===== src/rtl/gsim_row_prefetch.sv =====
// gsim_row_prefetch: burst row-read front-end for the GSIM solver.
// Issues a credit-limited burst of row reads and returns rows in address
// order through a small FIFO on a valid/ready handshake.
// Optional feature macro: GSIM_ROW_FWD_EN (forward a return straight to the
// output when the FIFO is empty).
module gsim_row_prefetch #(
  parameter int unsigned DEPTH = 4,
  parameter int unsigned AW    = 10,
  parameter int unsigned DW    = 256
) (
  input  logic          i_clk,
  input  logic          i_reset,
  input  logic          i_start,
  input  logic [AW-1:0] i_base_addr,
  input  logic [4:0]    i_len,
  output logic          o_busy,
  output logic          o_done,
  output logic          o_err,
  output logic          o_mem_rreq,
  output logic [AW-1:0] o_mem_addr,
  input  logic          i_mem_rrdy,
  input  logic [DW-1:0] i_mem_dout,
  input  logic          i_mem_dout_vld,
  output logic          o_row_vld,
  output logic [DW-1:0] o_row_data,
  output logic [4:0]    o_row_idx,
  output logic          o_row_last,
  input  logic          i_row_rdy
);

  localparam int unsigned LW = 5;
  localparam int unsigned PW = (DEPTH > 1) ? $clog2(DEPTH) : 1;
  localparam int unsigned CW = PW + 1;

  typedef enum logic [1:0] {S_IDLE, S_FETCH, S_DRAIN} state_t;

  state_t          state_q, state_d;
  logic [AW-1:0]   base_q;
  logic [LW-1:0]   len_q, issued_q, ret_q;
  logic [CW-1:0]   occ_q, outst_q;
  logic [PW-1:0]   wr_ptr_q, rd_ptr_q;
  logic            done_q, err_q;

  logic [DW-1:0]   mem_data_q [DEPTH];
  logic [LW-1:0]   mem_idx_q  [DEPTH];
  logic [DEPTH-1:0] mem_last_q;

  logic start_burst, zero_start, last_pop;
  logic active, credit_ok, accept;
  logic ret_ok, ret_bad, ret_last;
  logic fifo_vld, fwd, pop, fifo_pop, fifo_wr;

  // Request side: decoded from registers only, no input feeds o_mem_rreq.
  assign active     = (state_q != S_IDLE);
  assign credit_ok  = (occ_q + outst_q) < CW'(DEPTH);
  assign o_mem_rreq = (state_q == S_FETCH) && (issued_q < len_q) && credit_ok;
  assign o_mem_addr = base_q + AW'(issued_q);
  assign accept     = o_mem_rreq & i_mem_rrdy;

  // Return side: a strobe with nothing outstanding is a protocol error.
  assign ret_ok   = i_mem_dout_vld && active && (outst_q != '0);
  assign ret_bad  = i_mem_dout_vld && !ret_ok;
  assign ret_last = (ret_q == (len_q - LW'(1)));
  assign fifo_vld = (occ_q != '0);

`ifdef GSIM_ROW_FWD_EN
  assign fwd        = ret_ok & ~fifo_vld;
  assign o_row_data = fwd ? i_mem_dout : mem_data_q[rd_ptr_q];
  assign o_row_idx  = fwd ? ret_q      : mem_idx_q[rd_ptr_q];
  assign o_row_last = fwd ? ret_last   : mem_last_q[rd_ptr_q];
`else
  assign fwd        = 1'b0;
  assign o_row_data = mem_data_q[rd_ptr_q];
  assign o_row_idx  = mem_idx_q[rd_ptr_q];
  assign o_row_last = mem_last_q[rd_ptr_q];
`endif

  assign o_row_vld = fifo_vld | fwd;
  assign pop       = o_row_vld & i_row_rdy;
  assign fifo_pop  = pop & ~fwd;
  assign fifo_wr   = ret_ok & ~(fwd & pop);

  assign o_busy = active;
  assign o_done = done_q;
  assign o_err  = err_q;

  // State register.
  always_ff @(posedge i_clk or posedge i_reset) begin
    if (i_reset) state_q <= S_IDLE;
    else         state_q <= state_d;
  end

  // Next-state decode and burst control strobes.
  always_comb begin
    state_d     = state_q;
    start_burst = 1'b0;
    zero_start  = 1'b0;
    last_pop    = 1'b0;
    unique case (state_q)
      S_IDLE: begin
        if (i_start) begin
          if (i_len != '0) begin
            state_d     = S_FETCH;
            start_burst = 1'b1;
          end else begin
            zero_start = 1'b1;
          end
        end
      end
      S_FETCH: begin
        if (accept && (issued_q == (len_q - LW'(1)))) state_d = S_DRAIN;
      end
      S_DRAIN: begin
        if (pop && o_row_last) begin
          state_d  = S_IDLE;
          last_pop = 1'b1;
        end
      end
      default: state_d = S_IDLE;
    endcase
  end

  // Burst counters, FIFO pointers and status flags.
  always_ff @(posedge i_clk or posedge i_reset) begin
    if (i_reset) begin
      base_q   <= '0;
      len_q    <= '0;
      issued_q <= '0;
      ret_q    <= '0;
      outst_q  <= '0;
      occ_q    <= '0;
      wr_ptr_q <= '0;
      rd_ptr_q <= '0;
      done_q   <= 1'b0;
      err_q    <= 1'b0;
    end else begin
      done_q <= last_pop | zero_start;
      err_q  <= (start_burst ? 1'b0 : err_q) | ret_bad;
      if (start_burst) begin
        base_q   <= i_base_addr;
        len_q    <= i_len;
        issued_q <= '0;
        ret_q    <= '0;
        outst_q  <= '0;
        occ_q    <= '0;
        wr_ptr_q <= '0;
        rd_ptr_q <= '0;
      end else begin
        if (accept)   issued_q <= issued_q + LW'(1);
        if (ret_ok)   ret_q    <= ret_q + LW'(1);
        if (fifo_wr)  wr_ptr_q <= wr_ptr_q + PW'(1);
        if (fifo_pop) rd_ptr_q <= rd_ptr_q + PW'(1);
        outst_q <= outst_q + CW'(accept) - CW'(ret_ok);
        occ_q   <= occ_q + CW'(fifo_wr) - CW'(fifo_pop);
      end
    end
  end

  // FIFO storage: row data tagged with its burst index and last flag.
  always_ff @(posedge i_clk or posedge i_reset) begin
    if (i_reset) begin
      mem_data_q <= '{default: '0};
      mem_idx_q  <= '{default: '0};
      mem_last_q <= '0;
    end else if (fifo_wr) begin
      mem_data_q[wr_ptr_q] <= i_mem_dout;
      mem_idx_q[wr_ptr_q]  <= ret_q;
      mem_last_q[wr_ptr_q] <= ret_last;
    end
  end

endmodule


===== config.mk =====
export PLATFORM = sky130hd
export DESIGN_NAME = gsim_row_prefetch
export DESIGN_NICKNAME = d
export VERILOG_FILES = /design/src/rtl/gsim_row_prefetch.sv
export SDC_FILE = /design/constraint.sdc
export NUM_CORES = 2
export LEC_CHECK = 0
export BUFFER_PORTS_ARGS = -buffer_cell sky130_fd_sc_hd__buf_2
export CORE_AREA = 2 2 372 374
export CTS_CLUSTER_DIAMETER = 30
export DETAILED_ROUTE_END_ITERATION = 8
export DIE_AREA = 0 0 374 376
export GPL_TIMING_DRIVEN = 0
export HOLD_SLACK_MARGIN = 0.03
export PLACE_DENSITY_LB_ADDON = 0.12
export SETUP_SLACK_MARGIN = 0.4
export SYNTH_ARGS = -nofsm -noshare
export SYNTH_HDL_FRONTEND = slang
export SYNTH_SLANG_ARGS = --single-unit

===== constraint.sdc =====
create_clock -name i_clk -period 99.4 [get_ports i_clk]
set_input_delay 4.97 -clock i_clk [delete_from_list [all_inputs] [get_ports i_clk]]
set_output_delay 4.97 -clock i_clk [all_outputs]
set_load 0.02 [all_outputs]

-- Yosys cells after proc, flatten, opt, wreduce, memory -nomap -nowiden
Index checks and enable logic that the tools add are counted.
- flip-flop bits (word level): 1087
- bits of input ports: 277
- output and inout port bits: 277
- logic and storage cells: 113
- add/sub/neg operators: 11
- $lt $le $gt $ge: 8
- equal/unequal tests: 8
- muxes and demuxes: 41
- bitwise operators: 6
- reduce and logical (&&, ||, !) cells: 19
- operators by type and width (kind ; number):
    $bwmux 1024 ; 1
    $mux 256 ; 3
    $bmux 256 s2 ; 1
    $demux 256 s2 ; 1
    $mux 5 ; 7
    $bwmux 20 ; 1
    $mux 2 ; 8
    $mux 1 ; 11
    $add 10x5->10 ; 1
    $add 5x1->5 const B ; 2
    $bmux 5 s2 ; 1
    $demux 5 s2 ; 1
    $eq 5x5->1 ; 2
    $logic_and 1x1->1 ; 9
    $reduce_bool 2->1 ; 4
    $add 3x1->3 ; 2
    $ge 3x3->1 const B ; 2
    $lt 2x3->1 const B ; 2
    $mux 3 ; 2
    $ne 2x2->1 const B ; 3
    $not 2->3 ; 2
    $pmux 2 s3 ; 1
    $reduce_bool 3->1 ; 2
    $sub 3x1->3 ; 2
    19 further kinds ; 22

-- Depth between registers and ports, before layout
- depth in word-level cells: 7
- mapped depth: 14
- depth with buffers taken out: 13

-- Least setup slack after synthesis
Ideal clock, no wire load.
- path kind: register to output
- from: reg issued_q[1]
- to: out o_mem_addr[7]
- arrival: 2.101 ns
- required time: 94.430 ns
- path slack: 92.329 ns
- cell stages (with the launch flop): 6
- buffers on the path: 0
- cells stage by stage: dfrtp_1 > ha_1 > a21o_1 > a21oi_1 > o21ai_0 > o311ai_0
- cells in the longest elaborated chain, start to end: 1
- ends and longest elaborated chain (what ; RTL line ; RTL):
    from (decl) ; 39 ; logic [LW-1:0] len_q, issued_q, ret_q;
    from (signal assigned) ; 149 ; if (accept) issued_q <= issued_q + LW'(1);
    $add 10x5->10 ; 57 ; assign o_mem_addr = base_q + AW'(issued_q);
    to (decl) ; 20 ; output logic [AW-1:0] o_mem_addr,
No other way between the ends.

-- Worst setup path after layout
- from: reg rd_ptr_q[0]
- to: out o_row_data[105]
- cells in the longest elaborated chain, start to end: 4
- ends and longest elaborated chain (what ; RTL line ; RTL):
    from (decl) ; 41 ; logic [PW-1:0] wr_ptr_q, rd_ptr_q;
    from (signal assigned) ; 152 ; if (fifo_pop) rd_ptr_q <= rd_ptr_q + PW'(1);
    $not 2->3 (not written as such) ; 73 ; assign o_row_data = mem_data_q[rd_ptr_q];
    $bmux 256 s2 ; 73 ;
    $mux 256 (not written as such) (2 in series) ; 73 ;
    to (decl) ; 25 ; output logic [DW-1:0] o_row_data,
No other way between the ends. The select of a mux whose other input is x is not followed.

==> impl_metrics.yaml <==
die:
  design.core.area_um2: 137000
  fp.dieH_um: 376
  fp-row-count: 136
  ios: 554
  initial_core_util_pct: 34.9
  die_area_um2: 141000
  die_w_um: 374
logic_synthesis:
  syn_nets: 3098
  synth_ff_type: "dfrtp_1"
  syn_area_um2: 47700
  synthCells: 2796
  yosysSeqAreaShare_pct: 57.1
  ys_warn_count: 0
  synth_edf_count: 0
  synthArstFlopShare_pct: 100
  ys_ff_latch: 1087
  yosysUniqueCellTypes: 46
  avgSynthCellArea_um2: 17.0
  synthTopCellsByArea: "dfrtp_1 (57%), mux2_2 (19%), mux4_2 (12%)"
  synth_top_area_share_pct: 57.1
  yosysTopAreaCell: "dfrtp_1"
run_status:
  status: "finished clean"
routing:
  drt_iter0_drc: 1089
  postRouteAntennaNets: 0
  met2_length_um: 60900
  met1_length_um: 54600
  routed_wl_um: 130000
  wl_per_cell_um: 22.8
  dr.pass1.iters: 4
  met3_length_um: 10500
  vias: 28200
  viasPerCell: 4.94
  drcViolationCount: 0
  highest-signal-layer: "met5"
pwr:
  p_int_mw: 1.85
  power_mw: 2.72
  peakVddDrop_mv: 0.0184
  p_leak_nw: 28.4
  p_per_area_nw_per_um2: 42.8
  switching_power_mw: 0.871
  p_seq_share_pct: 28.4
  pwr-share-clk_pct: 36.2
  power_frac_comb_pct: 35.4
  switching_share_pct: 32.1
sta:
  min_period_ps: 8760
  slew_headroom_pct: 21.8
  fin_skew_ps: 77.3
  setup_viol: 0
  fin_crit_sh_pct: 8.81
  hold-worst-slack_ps: 477
  tightest_slew_ps: 1170
  hold_violations: 0
  max_freq_mhz: 114
  maxSlewViolCount: 0
  setup_tns_ps: 0
  rsz0062_at_grt: "no"
final_layout:
  layout.cells.non_filler: 5712
  area_growth_pct: 33.4
  nNetsFinal: 3982
  design_area_um2: 63600
  drive_gt1_share_pct: 58.6
clock_network:
  cts_resized: 0
  clk_pin_slew_ps: 40
  ctsHoldBuffers: 0
  cts_sinks: 1087
  h-tree-depth: 5
  cts_setup_buffers: 0
  clock_latency_ps: 860
  clockBufferDepth: 4
  cts_tree: "yes"
  root_buffer: "clkbuf_16"
  cts_buffers: 318
global_route:
  grt_start_max_net_pins: 111
  grt_pass1_wl_um: 198000
  grt-ovfl-total: 0
  antenna_found_initial: 64
  first_global_vias: 31000
  grt_use_total_pct: 18.7
placement:
  place_hpwl_um: 87400
  dp_cells: 5154
  dpl_cell_area_um2: 53000
  place.gp.congestion: 0.754
  io_buffers: 553
setup_path:
  crit_chain: "buf_2 -> clkbuf_1 -> buf_1 -> mux4_2 -> buf_2"
  critPathMaxFanout: 10
  critical_path_buf_inv_count: 4
  cp-start-kind: "register"
  startpoint: "rd_ptr_q[0]"
  cp_slowest_cell: "clkbuf_1"
  crit_top_cell: "buf_2"
  cp-end-kind: "output pin"
  crit_arrival_ps: 3790
  crit_type: "reg -> out"
  crit_required_ps: 94430
  slowest_delay_ps: 800
  r2r_start: "outst_q[1]"
  crit_family: "buffers and inverters"
hold_path:
  min_from: "mem_data_q[591]"
  hold_class: "reg -> reg"
flow_run:
  maxCapViolCount: 0
-- layer usage --
layer / up-vias / track usage, %
li1: 12400 / -
met1: 14700 / 23.7
met2: 728 / 29.3
met3: 363 / 6.99
met4: 62 / 6.29
met5: - / 0
-- power groups by stage --
stage	Sequential [mW]	Clock [mW]	Combinational, mW
floorplan	0.748	0	0.696
global placement	0.783	0	0.970
detailed placement	0.776	0	0.984
CTS	0.772	1.01	0.987
global route	0.800	1.03	1.03
finish	0.772	0.985	0.961
-- registers in the layout (all words and copies together) (netlist names), 3 cells and up --
signal	count
mem_idx_q	20
occ_q	3
mem_last_q	4
len_q	5
issued_q	5
ret_q	5
base_q	10
mem_data_q	1024
outst_q	3
-- cells in the final DEF (no fill, tap or decap), drive strengths merged, types with 2 or more instances in the layout --
| master | count |
|---|---|
| dfrtp | 1087 |
| mux2 | 1048 |
| buf | 728 |
| clkbuf | 447 |
| mux4 | 262 |
| clkinv | 69 |
| nand2 | 49 |
| bufinv | 32 |
| inv | 30 |
| ha | 22 |
| xnor2 | 20 |
| nor2 | 17 |
| diode | 15 |
| o21ai | 14 |
| xor2 | 9 |
| clkinvlp | 9 |
| a21oi | 5 |
| nor3b | 5 |
| nor3 | 4 |
| and2 | 4 |
| nand3 | 4 |
| nand4 | 3 |
| nor2b | 3 |
| or3 | 3 |
| o211ai | 3 |
| fa | 3 |
| o311ai | 3 |
| a211oi | 2 |
| o2111ai | 2 |
| a31oi | 2 |
| nor4 | 2 |
| o31ai | 2 |
-- logic make-up after synthesis --
| family | after synthesis | share of synthesized area [%] |
|---|---|---|
| muxes | 1311 | 37.2 |
| DFF | 1087 | 57.1 |
| buffers and inverters | 208 | 2.95 |
| and+or+nand+nor | 98 | 1.00 |
| AOI/OAI and AO/OA | 38 | 0.554 |
| xor gates and xnor gates | 29 | 0.533 |
| adders and majority gates | 25 | 0.704 |
-- per-stage QoR --
| step | setup slack (ps) | utilization (%) |
|---|---|---|
| after floorplan | 63830 | - |
| after global placement | 48680 | 38.5 |
| after detailed placement | 91200 | 38.8 |
| after CTS | 90330 | 46.5 |
| after global routing | 90350 | 46.5 |
| final | 90640 | 46.5 |
-- path summary, 6_finish.rpt --
kind,to,slack (ps),cells after the start
worst min register to register,mem_data_q[591],480,1
worst max register to register,mem_data_q[109],96250,6
max in group asynchronous,mem_data_q[322],92770,6
min in group asynchronous,mem_data_q[972],4140,2
worst max-delay path,o_row_data[105],90640,5
worst min-delay path,mem_data_q[591],480,1
-- cell type report --
class	count	area, um^2
fill	12200	73100
sequential	1087	27200
multi-input combinational	1501	19000
clock buffer	429	9100
timing repair buffer	564	3070
tap	1794	2240
clock inverter	114	1450
buffer	182	1310
inverter	26	105
antenna	15	37.5
-- synthesized netlist by cell type (all sizes together), types with 2 or more instances --
cell / n
ha: 22
or3: 3
mux2: 1048
nand2: 49
nor4: 2
nor2: 17
a211oi: 2
o21ai: 14
a31oi: 2
xor2: 9
o311ai: 3
inv: 26
fa: 3
a21oi: 5
o31ai: 2
buf: 164
o211ai: 3
o2111ai: 2
dfrtp: 1087
and2: 4
clkbuf: 18
xnor2: 20
nor3: 4
nor3b: 5
nor2b: 3
mux4: 262
nand3: 4
nand4: 3
(Power assumes the default switching activity.)
